**src/rtl/fpu_op_sequencer.sv**
```systemverilog
// fpu_op_sequencer: multi-cycle issue controller for the Q-format FPU.
// Accepts one vector command at a time. It drives the operand selects, the
// XMM read addresses and the accumulate control for each issue beat. It then
// waits out the fixed FPU latency and raises a single XMM write-back strobe.
module fpu_op_sequencer #(
  parameter int XREG_ADDR_W = 3,
  parameter int FPU_LAT     = 3
) (
  input  logic                   clk,
  input  logic                   reset_n,
  input  logic                   flush,
  input  logic                   cmd_valid,
  output logic                   cmd_ready,
  input  logic [1:0]             cmd_op,
  input  logic [XREG_ADDR_W-1:0] cmd_xd,
  input  logic [XREG_ADDR_W-1:0] cmd_xs,
  input  logic [XREG_ADDR_W-1:0] cmd_xt,
  output logic                   busy,
  output logic                   issue_valid,
  output logic [1:0]             src_a,
  output logic [1:0]             src_b,
  output logic [XREG_ADDR_W-1:0] xa_addr,
  output logic [XREG_ADDR_W-1:0] xb_addr,
  output logic                   acc_en,
  output logic                   wb_en,
  output logic [XREG_ADDR_W-1:0] wb_addr
);

  typedef enum logic [1:0] {IDLE, ISSUE, DRAIN, WB} state_t;

  localparam logic [1:0] OP_LOAD = 2'd0;
  localparam logic [1:0] OP_NEG  = 2'd1;
  localparam logic [1:0] OP_MUL  = 2'd2;
  localparam logic [1:0] OP_DOT3 = 2'd3;

  localparam logic [1:0] SRC_GPR  = 2'd0;
  localparam logic [1:0] SRC_ONE  = 2'd1;
  localparam logic [1:0] SRC_XMM  = 2'd2;
  localparam logic [1:0] SRC_NXMM = 2'd3;

  // Remaining latency after the last beat; zero means write back immediately.
  localparam logic [3:0] LAT_LOAD = 4'(FPU_LAT - 1);

  state_t                 state, state_nxt;
  logic [1:0]             beat, beat_nxt;
  logic [3:0]             lat_cnt, lat_nxt;
  logic [1:0]             op;
  logic [XREG_ADDR_W-1:0] xd, xs, xt;
  logic                   accept;
  logic                   last_beat;

  assign accept    = (state == IDLE) && cmd_valid && !flush;
  assign last_beat = (op == OP_DOT3) ? (beat == 2'd2) : 1'b1;

  // Control state and counters; asynchronously cleared.
  always_ff @(posedge clk or negedge reset_n) begin
    if (!reset_n) begin
      state   <= IDLE;
      beat    <= 2'd0;
      lat_cnt <= 4'd0;
    end else begin
      state   <= state_nxt;
      beat    <= beat_nxt;
      lat_cnt <= lat_nxt;
    end
  end

  // Command fields captured on accept; write-back index is held until WB.
  always_ff @(posedge clk) begin
    if (accept) begin
      op <= cmd_op;
      xd <= cmd_xd;
      xs <= cmd_xs;
      xt <= cmd_xt;
    end
  end

  // Next-state and counter sequencing; flush overrides everything.
  always_comb begin
    state_nxt = state;
    beat_nxt  = beat;
    lat_nxt   = lat_cnt;
    if (flush) begin
      state_nxt = IDLE;
      beat_nxt  = 2'd0;
      lat_nxt   = 4'd0;
    end else begin
      case (state)
        IDLE: begin
          if (cmd_valid) begin
            state_nxt = ISSUE;
            beat_nxt  = 2'd0;
          end
        end
        ISSUE: begin
          if (last_beat) begin
            beat_nxt  = 2'd0;
            lat_nxt   = LAT_LOAD;
            state_nxt = (LAT_LOAD == 4'd0) ? WB : DRAIN;
          end else begin
            beat_nxt = beat + 2'd1;
          end
        end
        DRAIN: begin
          lat_nxt = lat_cnt - 4'd1;
          if (lat_cnt == 4'd1) state_nxt = WB;
        end
        WB:      state_nxt = IDLE;
        default: state_nxt = IDLE;
      endcase
    end
  end

  // Beat contents and strobes decoded from registered state only.
  always_comb begin
    cmd_ready   = (state == IDLE);
    busy        = (state != IDLE);
    issue_valid = 1'b0;
    src_a       = SRC_GPR;
    src_b       = SRC_GPR;
    xa_addr     = '0;
    xb_addr     = '0;
    acc_en      = 1'b0;
    wb_en       = 1'b0;
    wb_addr     = '0;
    case (state)
      ISSUE: begin
        issue_valid = 1'b1;
        case (op)
          OP_LOAD: begin
            src_a = SRC_GPR;
            src_b = SRC_ONE;
          end
          OP_NEG: begin
            src_a   = SRC_NXMM;
            src_b   = SRC_ONE;
            xa_addr = xs;
          end
          OP_MUL: begin
            src_a   = SRC_XMM;
            src_b   = SRC_XMM;
            xa_addr = xs;
            xb_addr = xt;
          end
          default: begin
            src_a   = SRC_XMM;
            src_b   = SRC_XMM;
            xa_addr = xs + XREG_ADDR_W'(beat);
            xb_addr = xt + XREG_ADDR_W'(beat);
            acc_en  = (beat != 2'd0);
          end
        endcase
      end
      WB: begin
        wb_en   = 1'b1;
        wb_addr = xd;
      end
      default: ;
    endcase
  end

endmodule
```
**config.mk**
```make
export PLATFORM = sky130hd
export DESIGN_NAME = fpu_op_sequencer
export DESIGN_NICKNAME = d
export VERILOG_FILES = /design/src/rtl/fpu_op_sequencer.sv
export SDC_FILE = /design/constraint.sdc
export NUM_CORES = 1
export LEC_CHECK = 0
export CAP_MARGIN = 25
export CELL_PAD_IN_SITES_DETAIL_PLACEMENT = 1
export CELL_PAD_IN_SITES_GLOBAL_PLACEMENT = 2
export CORE_ASPECT_RATIO = 0.9
export CORE_MARGIN = 5
export CORE_UTILIZATION = 32
export DETAILED_ROUTE_END_ITERATION = 12
export GPL_TIMING_DRIVEN = 0
export PLACE_DENSITY = 0.92
export SYNTH_ARGS = -nofsm -noshare
export SYNTH_HDL_FRONTEND = slang
export SYNTH_SLANG_ARGS = --single-unit
export TNS_END_PERCENT = 30
```
**constraint.sdc**
```tcl
create_clock -name clk -period 3.6 [get_ports clk]
set_clock_uncertainty 0.05 [all_clocks]
set_input_delay 0.54 -clock clk [delete_from_list [all_inputs] [get_ports clk]]
set_output_delay 0.54 -clock clk [all_outputs]
set_load 0.05 [all_outputs]
```
Word-level counts from Yosys, hierarchy flattened. Cells that the tools add are included.

Word-level logic and storage cells: 63. Bits in registers: 19. Input bits: 15.

Equality and inequality tests: 11. Add/subtract/negate cells: 4. Reduce and logical (&&, ||, !) cells: 15. Mux-type cells: 26.

Operators with widths (count): 2-bit 2-to-1 mux (10); 3-bit case mux with 2 select lines (2); 2-bit == test, second input constant (5); 3-bit 2-to-1 mux (3); 3-bit != test, second input constant (3); 4-bit 2-to-1 mux (2); 2-bit case mux with 2 select lines (2); 2-bit case mux with 4 select lines (1); 4-bit case mux with 2 select lines (1); 3-bit by 2-bit adder with 3-bit output (2); 3-bit nonzero test (2); 1-bit 2-to-1 mux (5); 2-bit by 1-bit == test with 1-bit output, second input constant (2); 4-bit by 1-bit == test with 1-bit output, second input constant (1); 2-bit logical NOT (2); 2-bit AND reduction (2); 2-bit nonzero test (2); 2-bit OR reduction (2); 4-bit by 1-bit subtractor with 4-bit output, second input constant (1); 3-bit AND reduction (1); 3-bit OR reduction (1); 2-bit by 1-bit adder with 2-bit output, second input constant (1); 1-bit logical AND (2); 1-bit logical NOT (1).

Longest topological paths before layout. Gate-level depths: netlist (run 1).

Depth in word-level cells: 5. Mapped depth: 6.

Least setup slack after synthesis (run 1). Ideal clock, no wire load.

Path type: reg-to-output. Start point: register state[1]. End point: output port src_b[1]. Cell stages (with the launch flop): 4. Slack: 727 ps. Arrival time: 2283 ps. Cell sequence: dfrtp_1 inv_1 ha_1 nor3b_1.

Word-level cells in the longest chain between the ends: 2.

RTL lines: from (decl) (line 44) `state_t state, state_nxt;`; from (signal assigned) (line 62) `state <= state_nxt;`; 2-bit by 1-bit == test with 1-bit output (line 126) `case (state)`; 2-bit 2-to-1 mux (line 126); to (decl) (line 21) `output logic [1:0] src_b,`.

No other way between the ends.

Worst setup path in the final report (run 1).
Start point: register state[1]. End point: output port acc_en.

Word-level cells in the longest chain between the ends: 2.

RTL lines: 2-bit by 1-bit == test with 1-bit output (line 126); 1-bit 2-to-1 mux (line 126); to (decl) (line 24) `output logic acc_en,`.

No other way between the ends.

==> results.toml, run 1 <==
[status]
status = "complete, no violations"

[layout]
fill_cells = 425
syn_to_final_growth_pct = 33.76
multiInputGateArea_um2 = 661.9
diodes = 0
instances_no_fill = 202
nets = 191
finalCoreUtilization_pct = 44.72
drive_gt1_share_pct = 3.205
register_area_um2 = 530.5

[clock_network]
path_clk_slew_ns = 0.08
cts_tree = "done"
cts_hold_buf = 0
h-tree-depth = 1
cts_num_sinks = 19
clk_latency_ns = 0.26
cts_buffers = 3
cts-root-buf = "clkbuf_8"
post_cts_buffers = 0
cts_buffer_depth = 2
cts_resized = 0

[worst_setup_path]
worstReg2RegStart = "state[1]"
endpoint = "acc_en"
reg2reg_depth = 4
critPathSlowestCell = "clkdlybuf4s50_1"
crit_arrival_ns = 2.52
cp-startpoint = "state[1]"
crit_chain = "inv_1, ha_1, clkbuf_1, nand2_1, nor2_1, clkdlybuf4s50_1"
reg2reg_slack_ns = 1.50
cp-start-kind = "flop"
critical_path_class = "flop to output pin"
crit_path_end_kind = "output pin"
critPathMaxStageDelay_ns = 0.82
reg2reg_to = "xs[0]"
crit_fanout = 10
cp_data_required_time_ns = 3.01

[sta]
setup_tns_ns = 0
drv_slew = 0
fin_crit_ns = 3.108
timing_worst_slew_pin_value_ns = 0.9045
rsz0062_at_grt = "false"
min_period_over_period_pct = 86.34
max_freq_ghz = 0.3217
relSlewSlack_pct = 39.48
setup_viol = 0
hold_violations = 0

[synthesis]
avgSynthCellArea_um2 = 10.47
synthTopCellsByArea = "edfxtp_1, ha_1, dfrtp_1, nor2b_1, inv_1"
synth_edf_count = 11
yosys.area.top_type = "edfxtp_1"
yosys-top-cells-count = "ha_1, inv_1, edfxtp_1"
ys.flop_type = "edfxtp_1"
ys_seq_area_share_pct = 42.23
ys_warn_count = 0
ys_ff_latch = 19
ys_types = 30
synth_top_area_share_pct = 26.29
async_reset_ff_share_pct = 42.11
syn_nets = 154
syn-cell-area_mm2 = 0.001256
syn_inst = 120
synth_most_common_cell = "ha_1"

[pwr]
clock_power_share_pct = 14.4
swShare_pct = 45.95
internal_power_uw = 568.3
p_leak_nw = 0.6662
comb_power_share_pct = 55.4
irDropWorstVdd_mv = 0.2889
pwr_density_cell_mw_per_mm2 = 625.7
p_sw_uw = 483.1
p_seq_share_pct = 30.2

[floorplan]
core_mm2 = 0.003757
start_util_pct = 33.43
die_h_um = 69.44
dieArea_mm2 = 0.005281
rows = 21
die-width_um = 76.05
num_io_pins = 33

[global_routing]
gr-usage-met3_pct = 1.299
grt_pass1_vias = 1114
grt_start_max_net_pins = 12
gr-usage-met1_pct = 15.41
grt_usage_pct = 12.30
grt_busiest_layer = "met2"
grt_overflow = 0
grt_first_pass_wirelength_mm = 5.395
antenna_found_initial = 0
gr-usage-met2_pct = 21.77

[route]
wirelength_mm = 3.066
drtIter0Drc = 28
dr_total_vias = 976
drt_first_pass_iters = 4
drc = 0
vias_per_cell = 4.832
wl_per_cell_um = 15.18
antenna_left = 0

[placed_design]
hpwl_mm = 2.486
place.gp.congestion = 0.7849
portBuffers = 32
dp.cells = 198

[run]
maxCapViolations = 0

[hold_path]
hp-class = "flop to flop"
hold_start = "lat_cnt[1]"
## sequential cells by signal, summed over array words and instances, names as in the netlist
signal   flops
lat_cnt      4
xt           3
beat         2
op           2
state        2
xd           3
xs           3
## critical path, delay by kind of cell (launching register included)
kind	cells	cell delay (ns)
flip-flops	1	0.44
adder cells (fa/ha/maj)	1	0.30
AND/OR/NAND/NOR	2	0.20
buffers and inverters	3	1.32
## layout make-up
class	count	area share (%)
multi-input cells	84	39.39
flip-flops and latches	19	31.57
repair buffers	32	19.06
well taps	46	3.425
inverters	12	2.681
clock buffers	3	2.457
plain buffers	5	1.117
clock inverters	1	0.2978
## power groups by stage
stage          clock [mW]  sequential (mW)  combinational, mW
2_1_floorplan           0            0.309              0.414
3_3_place_gp            0            0.319              0.567
3_5_place_dp            0            0.323              0.585
4_1_cts             0.155            0.318              0.589
5_1_grt             0.165            0.324              0.637
6_report            0.151            0.317              0.583
## how the worst min path moves through the flow
| stage | endpoint | slack (ns) | cells past startpoint |
|---|---|---|---|
| after floorplan | beat[0] | 0.19 | 0 |
| final | lat_cnt[1] | 0.49 | 1 |
| after global routing | lat_cnt[1] | 0.52 | 1 |
| after global placement | lat_cnt[1] | 0.46 | 1 |
| after detailed placement | lat_cnt[1] | 0.48 | 1 |
| after CTS | lat_cnt[1] | 0.49 | 1 |
## per-stage QoR
step	hold WS [ns]	area, µm²	setup slack, ns	power [mW]
after floorplan	0.1944	1256	0.7267	0.7236
after global placement	0.4573	1634	0.8072	0.8853
after detailed placement	0.4783	1634	0.7479	0.9081
after CTS	0.4948	1680	0.4591	1.062
after global routing	0.5199	1680	0.2624	1.126
final	0.4874	1680	0.4917	1.051
## cells by family after synthesis
family | count (synthesis) | share of synthesized area (%)
muxes | 2 | 1.594
adders and majority gates | 19 | 20.12
and+or+nand+nor | 40 | 18.72
buffers and inverters | 17 | 5.080
xor gates and xnor gates | 2 | 1.395
DFF | 19 | 42.23
AOI/OAI and AO/OA | 21 | 10.86
## per-layer routing
layer  vias to the layer above  wire (µm)
li1                        478          -
met5                         -          0
met3                         4         97
met4                         0         44
met2                        20       1588
met1                       474       1335
## layout by cell type, fill, tap and decap left out, types with 3 or more instances in the layout
cell	Yosys	final
clkdlybuf4s50_1	0	32
inv_1	12	12
a22oi_1	4	4
clkbuf_8	0	3
ha_1	17	17
nand2b_1	4	4
nand2_1	5	5
nor2_1	5	5
clkbuf_1	5	5
o21ai_0	5	5
a21oi_1	5	5
o21a_1	3	3
and2_1	6	6
nor2b_1	9	9
dfrtp_1	8	8
edfxtp_1	11	11
(Power assumes the default switching activity.)
==> run 2: changes to the inputs <==
SLEW_MARGIN = 20   (was default)
==> results of run 2 <==
The final DEF is identical to that of run 1; final timing and power are the same.
==> run 3: changes to the inputs <==
CORE_ASPECT_RATIO = 0.75   (was 0.9)
==> run 3 against run 2 <==
Net effect:
- worst setup slack better by 0.036 ns
- critical path depth unchanged
- via count down 2.8%
- clock power down 4%
- critical endpoint unchanged
==> results.toml, run 3 (synthesis results as in run 1) <==
[status]
status = "complete, no violations"

[placed_design]
place.gp.congestion = 0.8583
portBuffers = 32
hpwl_mm = 2.302
dp.cells = 204

[hold_path]
holdPathStages = 1
hp-class = "flop to flop"

[layout]
regMostFlops = "lat_cnt"
mostFrequentLayoutCells = "clkdlybuf4s50_1, ha_1, inv_1"
drive_gt1_share_pct = 2.564
diodes = 0
instances_no_fill = 208
fill_cells = 435
finalCoreUtilization_pct = 45.19
nets = 191
largest_reg_flops = 4
register_area_um2 = 530.5
final_common_cell = "clkdlybuf4s50_1"
syn_to_final_growth_pct = 34.26
multiInputGateArea_um2 = 661.9

[pwr]
pwr_density_cell_mw_per_mm2 = 616.6
total_power_mw = 1.040
irDropWorstVdd_mv = 0.4246
p_leak_nw = 0.6634

[sta]
rsz0062_at_grt = "false"
setup_viol = 0
min_period_over_period_pct = 85.34
hold_violations = 0
setup_tns_ns = 0
timing_worst_slew_pin_value_ns = 0.9414
drv_slew = 0
max_freq_ghz = 0.3255
relSlewSlack_pct = 37.01
fin_crit_ns = 3.072

[route]
drt_first_pass_iters = 4
drtIter0Drc = 21
wl_per_cell_um = 13.65
antenna_left = 0
vias_per_cell = 4.563
wirelength_mm = 2.839
dr_total_vias = 949
drc = 0

[clock_network]
post_cts_buffers = 0
path_clk_slew_ns = 0.07
cts_buffers = 3
cts_tree = "done"
cts-root-buf = "clkbuf_8"
clk_latency_ns = 0.25
cts_resized = 0
cts_buffer_depth = 2
cts_num_sinks = 19
cts_hold_buf = 0
h-tree-depth = 1

[floorplan]
die_h_um = 64.26
die-width_um = 82.35
rows = 19
core_mm2 = 0.003732
num_io_pins = 33
dieArea_mm2 = 0.005291
start_util_pct = 33.66

[worst_setup_path]
cp_data_required_time_ns = 3.01
reg2reg_depth = 4
critical_path_class = "flop to output pin"
crit_path_end_kind = "output pin"
crit_arrival_ns = 2.48
crit_fanout = 10
reg2reg_slack_ns = 1.49
cp-start-kind = "flop"

[global_routing]
grt_first_pass_wirelength_mm = 4.857
grt_overflow = 0
antenna_found_initial = 0
grt_usage_pct = 11.78
grt_start_max_net_pins = 12
grt_pass1_vias = 1030

[run]
maxCapViolations = 0
-- run 3: cell types whose count changed in the layout (fill, tap and decap cells not counted), sizes merged --
| cell | before | now |
|---|---|---|
| clkinv | 1 | 0 |
| clkbuf | 8 | 9 |
-- run 3: final timing paths --
| path | start | end |
|---|---|---|
| worst max-delay path | state[1] | acc_en |
| worst min-delay path | lat_cnt[1] | lat_cnt[1] |
| worst max register to register | state[1] | xt[1] |
| worst min register to register | lat_cnt[1] | lat_cnt[1] |
| max in group asynchronous | reset_n | beat[0] |
| min in group asynchronous | reset_n | lat_cnt[1] |
-- run 3: cell type report --
class | instances | area share, %
Clock buffer | 4 | 2.671
Inverter | 12 | 2.671
Buffer | 5 | 1.113
Sequential cell | 19 | 31.45
Timing Repair Buffer | 32 | 18.99
Multi-Input combinational cell | 84 | 39.24
Tap cell | 52 | 3.858
-- run 3: worst max-delay path: stages (launching register included) --
cell and delay (ns):
dfrtp_1 0.43, inv_1 0.16, ha_1 0.32, clkbuf_1 0.31, nand2_1 0.09, nor2_1 0.11, clkdlybuf4s50_1 0.81
-- run 3: metrics by stage --
step,hold slack (ns),setup WS [ns],instance area (µm²)
after floorplan,0.1944,0.7267,1256
after global placement,0.4572,0.8489,1642
after detailed placement,0.4747,0.7915,1642
after CTS,0.4923,0.4867,1687
after global routing,0.5160,0.3548,1687
final,0.4917,0.5278,1687
-- run 3: routing by layer --
| layer | up-vias | wire length [µm] | GRT usage (%) |
|---|---|---|---|
| met1 | 446 | 1247 | 14.80 |
| met4 | 0 | 27 | 4.357 |
| met3 | 2 | 153 | 1.966 |
| li1 | 480 | - | - |
| met2 | 21 | 1409 | 20.00 |
| met5 | - | 0 | 0 |
-- run 3: power by group --
part	total (mW)	internal, mW	switching, mW
clock network	0.145	0.0785	0.0668
logic	0.580	0.213	0.367
registers	0.315	0.278	0.0369
